`src/rtl/pipe_stage_reg.sv`:
```
// -----------------------------------------------------------------------------
// pipe_stage_reg
//   One pipeline stage register with valid/ready handshakes on both sides. It
//   carries a control field and a payload field. The stage is emptied on flush
//   (branch mispredict), inserts a zero-control bubble whenever it is empty,
//   and keeps a saturating count of downstream stall cycles.
//
//   Build option (macro PIPE_STAGE_SKID_EN):
//     undefined : single entry; in_ready = (state==EMPTY) | out_ready, which
//                 is combinational from out_ready.
//     defined   : adds a one-entry skid register and state FULL_SKID. in_ready
//                 is registered (skid empty), so there is no combinational
//                 path from out_ready to in_ready.
//
// Parameters
//   DATA_W  payload width
//   CTRL_W  control-bit width
//   CNT_W   stall-counter width
//
// Ports
//   clk        in   rising-edge clock
//   reset      in   synchronous, active-high reset
//   flush      in   drop every held entry; in_valid is ignored that cycle
//   in_valid   in   upstream entry valid
//   in_ready   out  stage can accept
//   in_ctrl    in   upstream control bits
//   in_data    in   upstream payload
//   out_valid  out  entry presented downstream
//   out_ready  in   downstream accepts
//   out_ctrl   out  control bits, all-zero whenever out_valid=0
//   out_data   out  payload, holds its last value while empty
//   stall_cnt  out  saturating count of cycles with out_valid=1, out_ready=0
//
// States
//   EMPTY     | nothing held, out_valid=0
//   FULL      | main register holds the entry presented downstream
//   FULL_SKID | main and skid both hold entries (skid build only)
// -----------------------------------------------------------------------------
module pipe_stage_reg #(
  parameter int DATA_W = 32,
  parameter int CTRL_W = 8,
  parameter int CNT_W  = 16
) (
  input  logic              clk,
  input  logic              reset,
  input  logic              flush,
  input  logic              in_valid,
  output logic              in_ready,
  input  logic [CTRL_W-1:0] in_ctrl,
  input  logic [DATA_W-1:0] in_data,
  output logic              out_valid,
  input  logic              out_ready,
  output logic [CTRL_W-1:0] out_ctrl,
  output logic [DATA_W-1:0] out_data,
  output logic [CNT_W-1:0]  stall_cnt
);

  typedef enum logic [1:0] {
    ST_EMPTY     = 2'd0,
    ST_FULL      = 2'd1,
    ST_FULL_SKID = 2'd2
  } state_t;

  state_t state_q;
  state_t state_d;

  logic [CTRL_W-1:0] main_ctrl;
  logic [DATA_W-1:0] main_data;
  logic [CNT_W-1:0]  stall_q;

  logic in_xfer;
  logic out_xfer;
  logic stalled;

  // datapath controls decoded from the FSM
  logic main_load_in;
  logic main_bubble;

`ifdef PIPE_STAGE_SKID_EN
  logic [CTRL_W-1:0] skid_ctrl;
  logic [DATA_W-1:0] skid_data;
  logic              ready_q;
  logic              main_load_skid;
  logic              skid_load;
`endif

  // ---------------------------------------------------------------------------
  // Handshakes
  // ---------------------------------------------------------------------------
  assign out_valid = (state_q != ST_EMPTY);
  assign out_xfer  = out_valid & out_ready;
  assign stalled   = out_valid & ~out_ready;

`ifdef PIPE_STAGE_SKID_EN
  assign in_ready = ready_q;
`else
  assign in_ready = (state_q == ST_EMPTY) | out_ready;
`endif

  // flush swallows the upstream side of the handshake; the downstream side
  // still completes normally if out_ready is high.
  assign in_xfer = in_valid & in_ready & ~flush;

  // ---------------------------------------------------------------------------
  // FSM: state register
  // ---------------------------------------------------------------------------
  always_ff @(posedge clk) begin
    if (reset) begin
      state_q <= ST_EMPTY;
    end else begin
      state_q <= state_d;
    end
  end

  // ---------------------------------------------------------------------------
  // FSM: next state
  // ---------------------------------------------------------------------------
  always_comb begin
    state_d = state_q;
    if (flush) begin
      state_d = ST_EMPTY;
    end else begin
      case (state_q)
        ST_EMPTY: begin
          if (in_xfer) state_d = ST_FULL;
        end
        ST_FULL: begin
`ifdef PIPE_STAGE_SKID_EN
          if (in_xfer && !out_ready) begin
            state_d = ST_FULL_SKID;
          end else if (!in_xfer && out_ready) begin
            state_d = ST_EMPTY;
          end
`else
          if (out_xfer && !in_xfer) state_d = ST_EMPTY;
`endif
        end
`ifdef PIPE_STAGE_SKID_EN
        ST_FULL_SKID: begin
          // in_ready is low here, so only the drain side can move
          if (out_ready) state_d = ST_FULL;
        end
`endif
        default: state_d = ST_EMPTY;
      endcase
    end
  end

  // ---------------------------------------------------------------------------
  // FSM: outputs (datapath load / bubble controls)
  // ---------------------------------------------------------------------------
  always_comb begin
    main_load_in = 1'b0;
`ifdef PIPE_STAGE_SKID_EN
    main_load_skid = 1'b0;
    skid_load      = 1'b0;
`endif
    if (!flush) begin
      case (state_q)
        ST_EMPTY: begin
          main_load_in = in_xfer;
        end
        ST_FULL: begin
`ifdef PIPE_STAGE_SKID_EN
          main_load_in = in_xfer & out_ready;
          skid_load    = in_xfer & ~out_ready;
`else
          main_load_in = in_xfer;
`endif
        end
`ifdef PIPE_STAGE_SKID_EN
        ST_FULL_SKID: begin
          main_load_skid = out_ready;
        end
`endif
        default: main_load_in = 1'b0;
      endcase
    end
    // Landing in EMPTY (drain, flush, or idle) keeps a zero-control bubble.
    main_bubble = (state_d == ST_EMPTY);
  end

  // ---------------------------------------------------------------------------
  // Main register
  // ---------------------------------------------------------------------------
  always_ff @(posedge clk) begin
    if (reset) begin
      main_ctrl <= '0;
      main_data <= '0;
    end else if (main_bubble) begin
      main_ctrl <= '0;
    end else if (main_load_in) begin
      main_ctrl <= in_ctrl;
      main_data <= in_data;
`ifdef PIPE_STAGE_SKID_EN
    end else if (main_load_skid) begin
      main_ctrl <= skid_ctrl;
      main_data <= skid_data;
`endif
    end
  end

`ifdef PIPE_STAGE_SKID_EN
  // ---------------------------------------------------------------------------
  // Skid register and registered in_ready
  // ---------------------------------------------------------------------------
  always_ff @(posedge clk) begin
    if (reset) begin
      skid_ctrl <= '0;
      skid_data <= '0;
    end else if (flush) begin
      skid_ctrl <= '0;
    end else if (skid_load) begin
      skid_ctrl <= in_ctrl;
      skid_data <= in_data;
    end
  end

  // in_ready is simply "skid will be empty next cycle", derived from the
  // next state so it never depends combinationally on out_ready.
  always_ff @(posedge clk) begin
    if (reset) begin
      ready_q <= 1'b1;
    end else begin
      ready_q <= (state_d != ST_FULL_SKID);
    end
  end
`endif

  // ---------------------------------------------------------------------------
  // Stall counter (saturating, unaffected by flush)
  // ---------------------------------------------------------------------------
  always_ff @(posedge clk) begin
    if (reset) begin
      stall_q <= '0;
    end else if (stalled && (stall_q != {CNT_W{1'b1}})) begin
      stall_q <= stall_q + CNT_W'(1);
    end
  end

  // ---------------------------------------------------------------------------
  // Outputs
  // ---------------------------------------------------------------------------
  assign out_ctrl  = out_valid ? main_ctrl : '0;
  assign out_data  = main_data;
  assign stall_cnt = stall_q;

endmodule

```
`config.mk`:
```
export PLATFORM = sky130hd
export DESIGN_NAME = pipe_stage_reg
export DESIGN_NICKNAME = d
export VERILOG_FILES = /design/src/rtl/pipe_stage_reg.sv
export SDC_FILE = /design/constraint.sdc
export NUM_CORES = 1
export LEC_CHECK = 0
export ABC_AREA = 1
export CAP_MARGIN = 20
export CORE_ASPECT_RATIO = 1.2
export CORE_MARGIN = 10
export CORE_UTILIZATION = 39
export DETAILED_ROUTE_END_ITERATION = 10
export GPL_ROUTABILITY_DRIVEN = 1
export PLACE_DENSITY = 0.76
export SETUP_SLACK_MARGIN = 0.15
export SLEW_MARGIN = 25
export SYNTH_ARGS = -nofsm -noshare
export SYNTH_HDL_FRONTEND = slang
export SYNTH_SLANG_ARGS = --single-unit
```
`constraint.sdc`:
```
create_clock -name clk -period 1.5 [get_ports clk]
set_input_delay 0.3 -clock clk [delete_from_list [all_inputs] [get_ports clk]]
set_output_delay 0.3 -clock clk [all_outputs]
set_load 0.05 [all_outputs]
```
Word level (Yosys, flattened, before mapping)
Index checks and enable logic that the tools add are counted.
Widths: inputs -> output; s select.
{"block": "word_totals", "ff_bits": 58, "input_bits": 45, "output_inout_bits": 58}
{"block": "op_classes", "addsub": 1, "eq_ne": 2, "n_mux": 7, "n_bitwise": 8, "reduce_logical": 9}
{"operator": "$add 16x1->16 const B", "count": 1}
{"operator": "$ne 16x16->1 const B", "count": 1}
{"operator": "$mux 8", "count": 1}
{"operator": "$mux 2", "count": 3}
{"operator": "$and 1x1->1", "count": 4}
{"operator": "$logic_not 2->1", "count": 2}
{"operator": "$pmux 2 s2", "count": 1}
{"operator": "$reduce_or 2->1", "count": 2}
{"operator": "$not 1->1", "count": 3}
{"operator": "$eq 2x1->1 const B", "count": 1}
{"operator": "$logic_and 1x1->1", "count": 2}
{"operator": "$mux 1", "count": 2}
{"operator": "$reduce_and 2->1", "count": 1}
{"operator": "$reduce_bool 2->1", "count": 1}
{"operator": "$logic_not 1->1", "count": 1}
{"operator": "$or 1x1->1", "count": 1}

Depth between registers and ports, before layout
{"block": "logic_depth", "word_depth": 12, "depth_mapped": 9, "mapped_depth_nobuf": 9}

Worst setup path before layout
Ideal clock, no wire load.
{"block": "synth_path", "path_type": "reg-to-reg", "startpoint": "reg stall_q[0] (netlist: stall_cnt[0])", "endpoint": "reg stall_q[0] (netlist: stall_cnt[0])", "arrival_ns": 1.760, "slack_ns": -0.375, "stages_incl_launch_ff": 10, "n_path_buf": 1, "path_cell_list": "dfxtp_1 > ha_1 > nand2_1 > nor2_2 > nand2_2 > nor2_2 > nor2_4 > buf_6 > nor2_1 > nor2_1"}
{"block": "synth_between", "elab_chain_len": 2, "elab_cells_between_ends": 3, "cone_classes": "1 x add/sub; 1 x eq/ne; 1 x reduce/logical"}
{"element": "start, declared", "line_no": "69", "source": "logic [CNT_W-1:0] stall_q;"}
{"element": "start signal, assigned", "line_no": "237", "source": "stall_q <= stall_q + CNT_W'(1);"}
{"element": "parallel branches: the longest is 2 deep, another holds $add 16x1->16"}
Several ways; the timed one is not identified.
A chain may end at the register's enable or synchronous reset.

Worst setup path after layout
{"block": "layout_path", "startpoint": "in flush", "endpoint": "reg main_data[31] (netlist: out_data[31])"}
{"block": "layout_between", "elab_chain_len": 10, "elab_cells_between_ends": 13, "cone_classes": "6 x mux; 3 x bitwise; 4 x reduce/logical"}
{"element": "start, declared", "line_no": "46", "source": "input logic flush,"}
{"element": "$not 1->1", "line_no": "102", "source": "assign in_xfer = in_valid & in_ready & ~flush;"}
{"element": "$and 1x1->1", "line_no": "102"}
{"element": "$logic_not 1->1", "line_no": "135", "source": "if (out_xfer && !in_xfer) state_d = ST_EMPTY;"}
{"element": "$logic_and 1x1->1", "line_no": "135"}
{"element": "$mux 2", "line_no": "135"}
{"element": "$pmux 2 s2", "line_no": "123", "source": "case (state_q)"}
{"element": "$mux 2", "line_no": "120", "source": "if (flush) begin"}
{"element": "$logic_not 2->1", "line_no": "180", "source": "main_bubble = (state_d == ST_EMPTY);"}
{"element": "$not 1->1 (no line)"}
{"element": "$reduce_and 2->1 (no line) (*)"}
{"element": "end signal, assigned", "line_no": "194", "source": "main_data <= in_data;"}
{"element": "end, declared", "line_no": "68", "source": "logic [DATA_W-1:0] main_data;"}
Every way passes the cells marked *; elsewhere a longest branch is shown, timed or not.

==> results.tsv <==
stage	metric	value	unit
global_route	grt ovf	0	
yosys	count of cell types in the netlist	26	
timing	Period Utilization, post-route	1.157	
place	port bufs	102	
setup_path	Crit Path Class	primary input to register	
die	Core Rows	31	
yosys	register bit count reported by yosys	58	
die	Core Region	6128	um^2
place	Final Wtd Congestion	0.9116	
clock_tree	htree depth	3	
setup_path	FF-to-FF Start	stall_cnt[8]$_SDFFE_PP0P_	
timing	Fin Hold WS	0.5109	ns
detailed_routing	DR WL/cell	29.95	um
detailed_routing	Final ANT Viol Nets	0	
setup_path	WP data required	1.74	ns
worst_hold_path	hold_sp	main_ctrl[6]$_SDFFE_PP0P_	
clock_tree	clock root buffer	clkbuf_8	
die	DIE WIDTH	93.03	um
timing	Final Setup Violations	65	
final_layout	fin cells	592	
yosys	top cell type's share of synthesized area	0.4652	
yosys	cell count after synthesis	345	
global_route	first-pass GRT wire length	19.96	mm
place	DP Worst Slack	-0.2944	ns
yosys	Seq/Total Area, Yosys	0.4652	
timing	Slew Limit Fails	0	
yosys	Post-synth ARST share	0	
final_layout	share of cells above drive strength 1	0.5765	
clock_tree	CTS tree	built	
die	I/O pin count	103	
final_layout	Final Net Count	551	
yosys	most common cell in the netlist	nor2_1	
setup_path	CP arrival	1.97	ns
timing	Highest Clock Rate	576.2	MHz
yosys	syn nets	391	
place	DP Wirelength	6.568	mm
yosys	Commonest cells post-synth	nor2_1 (94), nand2_1 (67), dfxtp_1 (58), o21ai_0 (32), inv_1 (21)	
setup_path	CP Capture Type	register	
outcome	status	finished with violations	
global_route	total track usage	0.2586	
yosys	cell taking the most area after synthesis	dfxtp_1	
clock_tree	Clock Latency Late Sink	0.36	ns
timing	Final Skew	0.009990	ns
timing	Final Hold Vio Count	0	
yosys	Yosys Warn Count	0	
timing	RSZ-0062 raised after global routing	yes	
timing	Final min period	1.735	ns
detailed_routing	Via-to-Cell Ratio	6.152	
setup_path	CP Launch Type	primary input	
final_layout	ANT cells	0	
worst_hold_path	hold crit path type	register to register	
global_route	largest net degree at the start of global routing	25	
clock_tree	clock sink count	58	
clock_tree	total CTS buffers	9	
yosys	Synth Flop Type	dfxtp_1	
detailed_routing	Initial DRC Count	506	
outcome	violated checks	setup timing	
place	placed insts	544	
power	Leak Pwr	0.002318	uW
die	full die area	10010	um^2
timing	sum of negative setup slack	-7.588	ns
final_layout	Syn-to-layout area delta	132.8	%
yosys	Avg Cell Area, Syn	7.235	um^2
yosys	Mapped Area	2496	um^2
power	VDD IR-drop max	0.8710	mV
yosys	EDFF count, synth	0	
global_route	number of global-route vias before repair	3472	
timing	final setup margin	-0.2354	ns
final_layout	Fillers	144	
setup_path	worst-path maximum fanout	6	
power	pwr/cell area	709.4	nW/um^2
detailed_routing	via count	3642	
detailed_routing	count of TritonRoute iterations in the first routing pass	5	
flow_run	Max Cap Viol	0	
detailed_routing	routed wire length	17.73	mm
detailed_routing	DRC Markers	0	
clock_tree	Clock Path Buffers	2	
clock_tree	clock-pin slew on the worst setup and hold paths	0.08	ns
setup_path	critical path launch point	flush	
die	Starting Density	0.4073	
yosys	Area contributors post-synth	dfxtp_1 (47%), nor2_1 (14%), nand2_1 (10%)	
die	Die Y	107.6	um
global_route	initial antenna violation count	0	
## sequential cells by signal, indices dropped and copies added (netlist names)
signal and flops:
state_q 2, stall_cnt 16, main_ctrl 8, out_data 32
## logic make-up (layout without fill, tap and decap cells)
kind of cell    count (synthesis)  after routing  share of synthesized area
compound gates                 53             54                     0.1108
fa+ha+maj                       1              1                   0.005012
other cells                     1              1                   0.001502
buf+inv                        37            200                    0.07368
flops                          58             58                     0.4652
simple gates                  189            190                     0.3228
xor+xnor                        6              6                    0.02105
## metrics by stage
step / cell area (um^2) / util / power (uW)
detailed placement: 4369 / 0.7129 / 2372
finish: 5812 / 0.9483 / 4123
global route: 5812 / 0.9483 / 4186
CTS: 5263 / 0.8587 / 3836
floorplan: 2564 / - / 1956
global placement: 4369 / 0.7129 / 2353
## per-layer routing
| metal | track usage | part of all wire | vias up |
|---|---|---|---|
| met5 | 0 | 0 | - |
| met4 | 0.1170 | 0.081 | 0 |
| met1 | 0.2553 | 0.33 | 1717 |
| met2 | 0.4684 | 0.47 | 378 |
| met3 | 0.09630 | 0.12 | 134 |
| li1 | - | - | 1413 |
## cell usage in the layout, fill, tap and decap left out, types with 2 or more instances in the layout
cell type and count:
o21ai_2 21, nand3_2 5, buf_6 18, nor2_2 21, inv_2 3, dfxtp_4 5
nand2_2 14, dfxtp_1 40, o21ai_1 3, nand3_1 3, clkinv_4 2, nand2_4 17
inv_1 16, buf_12 61, buf_8 3, nand3b_1 2, clkdlybuf4s50_1 43, buf_16 7
inv_4 2, o21ai_4 10, clkbuf_8 11, clkbuf_16 3, xor2_1 3, a21oi_2 19
dfxtp_2 13, buf_4 25, nand2_1 39, nor2_4 20, nor2_1 58, nand3_4 3
nand4_1 5, clkinv_2 2
## final cells by class
class,count,area (um^2),area share
clock buffers,12,155.1,0.02670
clock inverters,4,26.28,0.004521
inverters,23,122.6,0.02110
multi-input cells,252,1846,0.3175
flip-flops and latches,58,1196,0.2058
well taps,82,102.6,0.01765
repair buffers,161,2364,0.4067
## path summary, 6_finish.rpt
kind	slack, ns	depth (start not counted)	to
setup / recovery	-0.24	9	out_data[31]$_SDFFE_PP0P_
hold / removal	0.51	2	main_ctrl[6]$_SDFFE_PP0P_
setup reg to reg	-0.23	9	stall_cnt[13]$_SDFFE_PP0P_
hold reg to reg	0.51	2	main_ctrl[6]$_SDFFE_PP0P_
## what timing repair did
item	CTS	global route
endpoints found under the setup margin	62	68
gates cloned	11	2
resized for setup	128	118
hold buffers	0	0
buffers inserted	9	10
pin swaps	32	31
## worst max-delay path, stage by stage
cell and delay (ns):
clkdlybuf4s50_1 0.42, or2_4 0.28, inv_2 0.10, nand3_4 0.11, buf_12 0.16, buf_4 0.14, buf_12 0.14, o21ai_2 0.18
nor2_1 0.12
## where the power goes
group	switching [uW]	internal, uW	leakage [uW]
clock network	733	688	0.0000924
logic	551	506	0.00174
registers	66.4	1580	0.000481
Power figures use the tool's default switching activity.
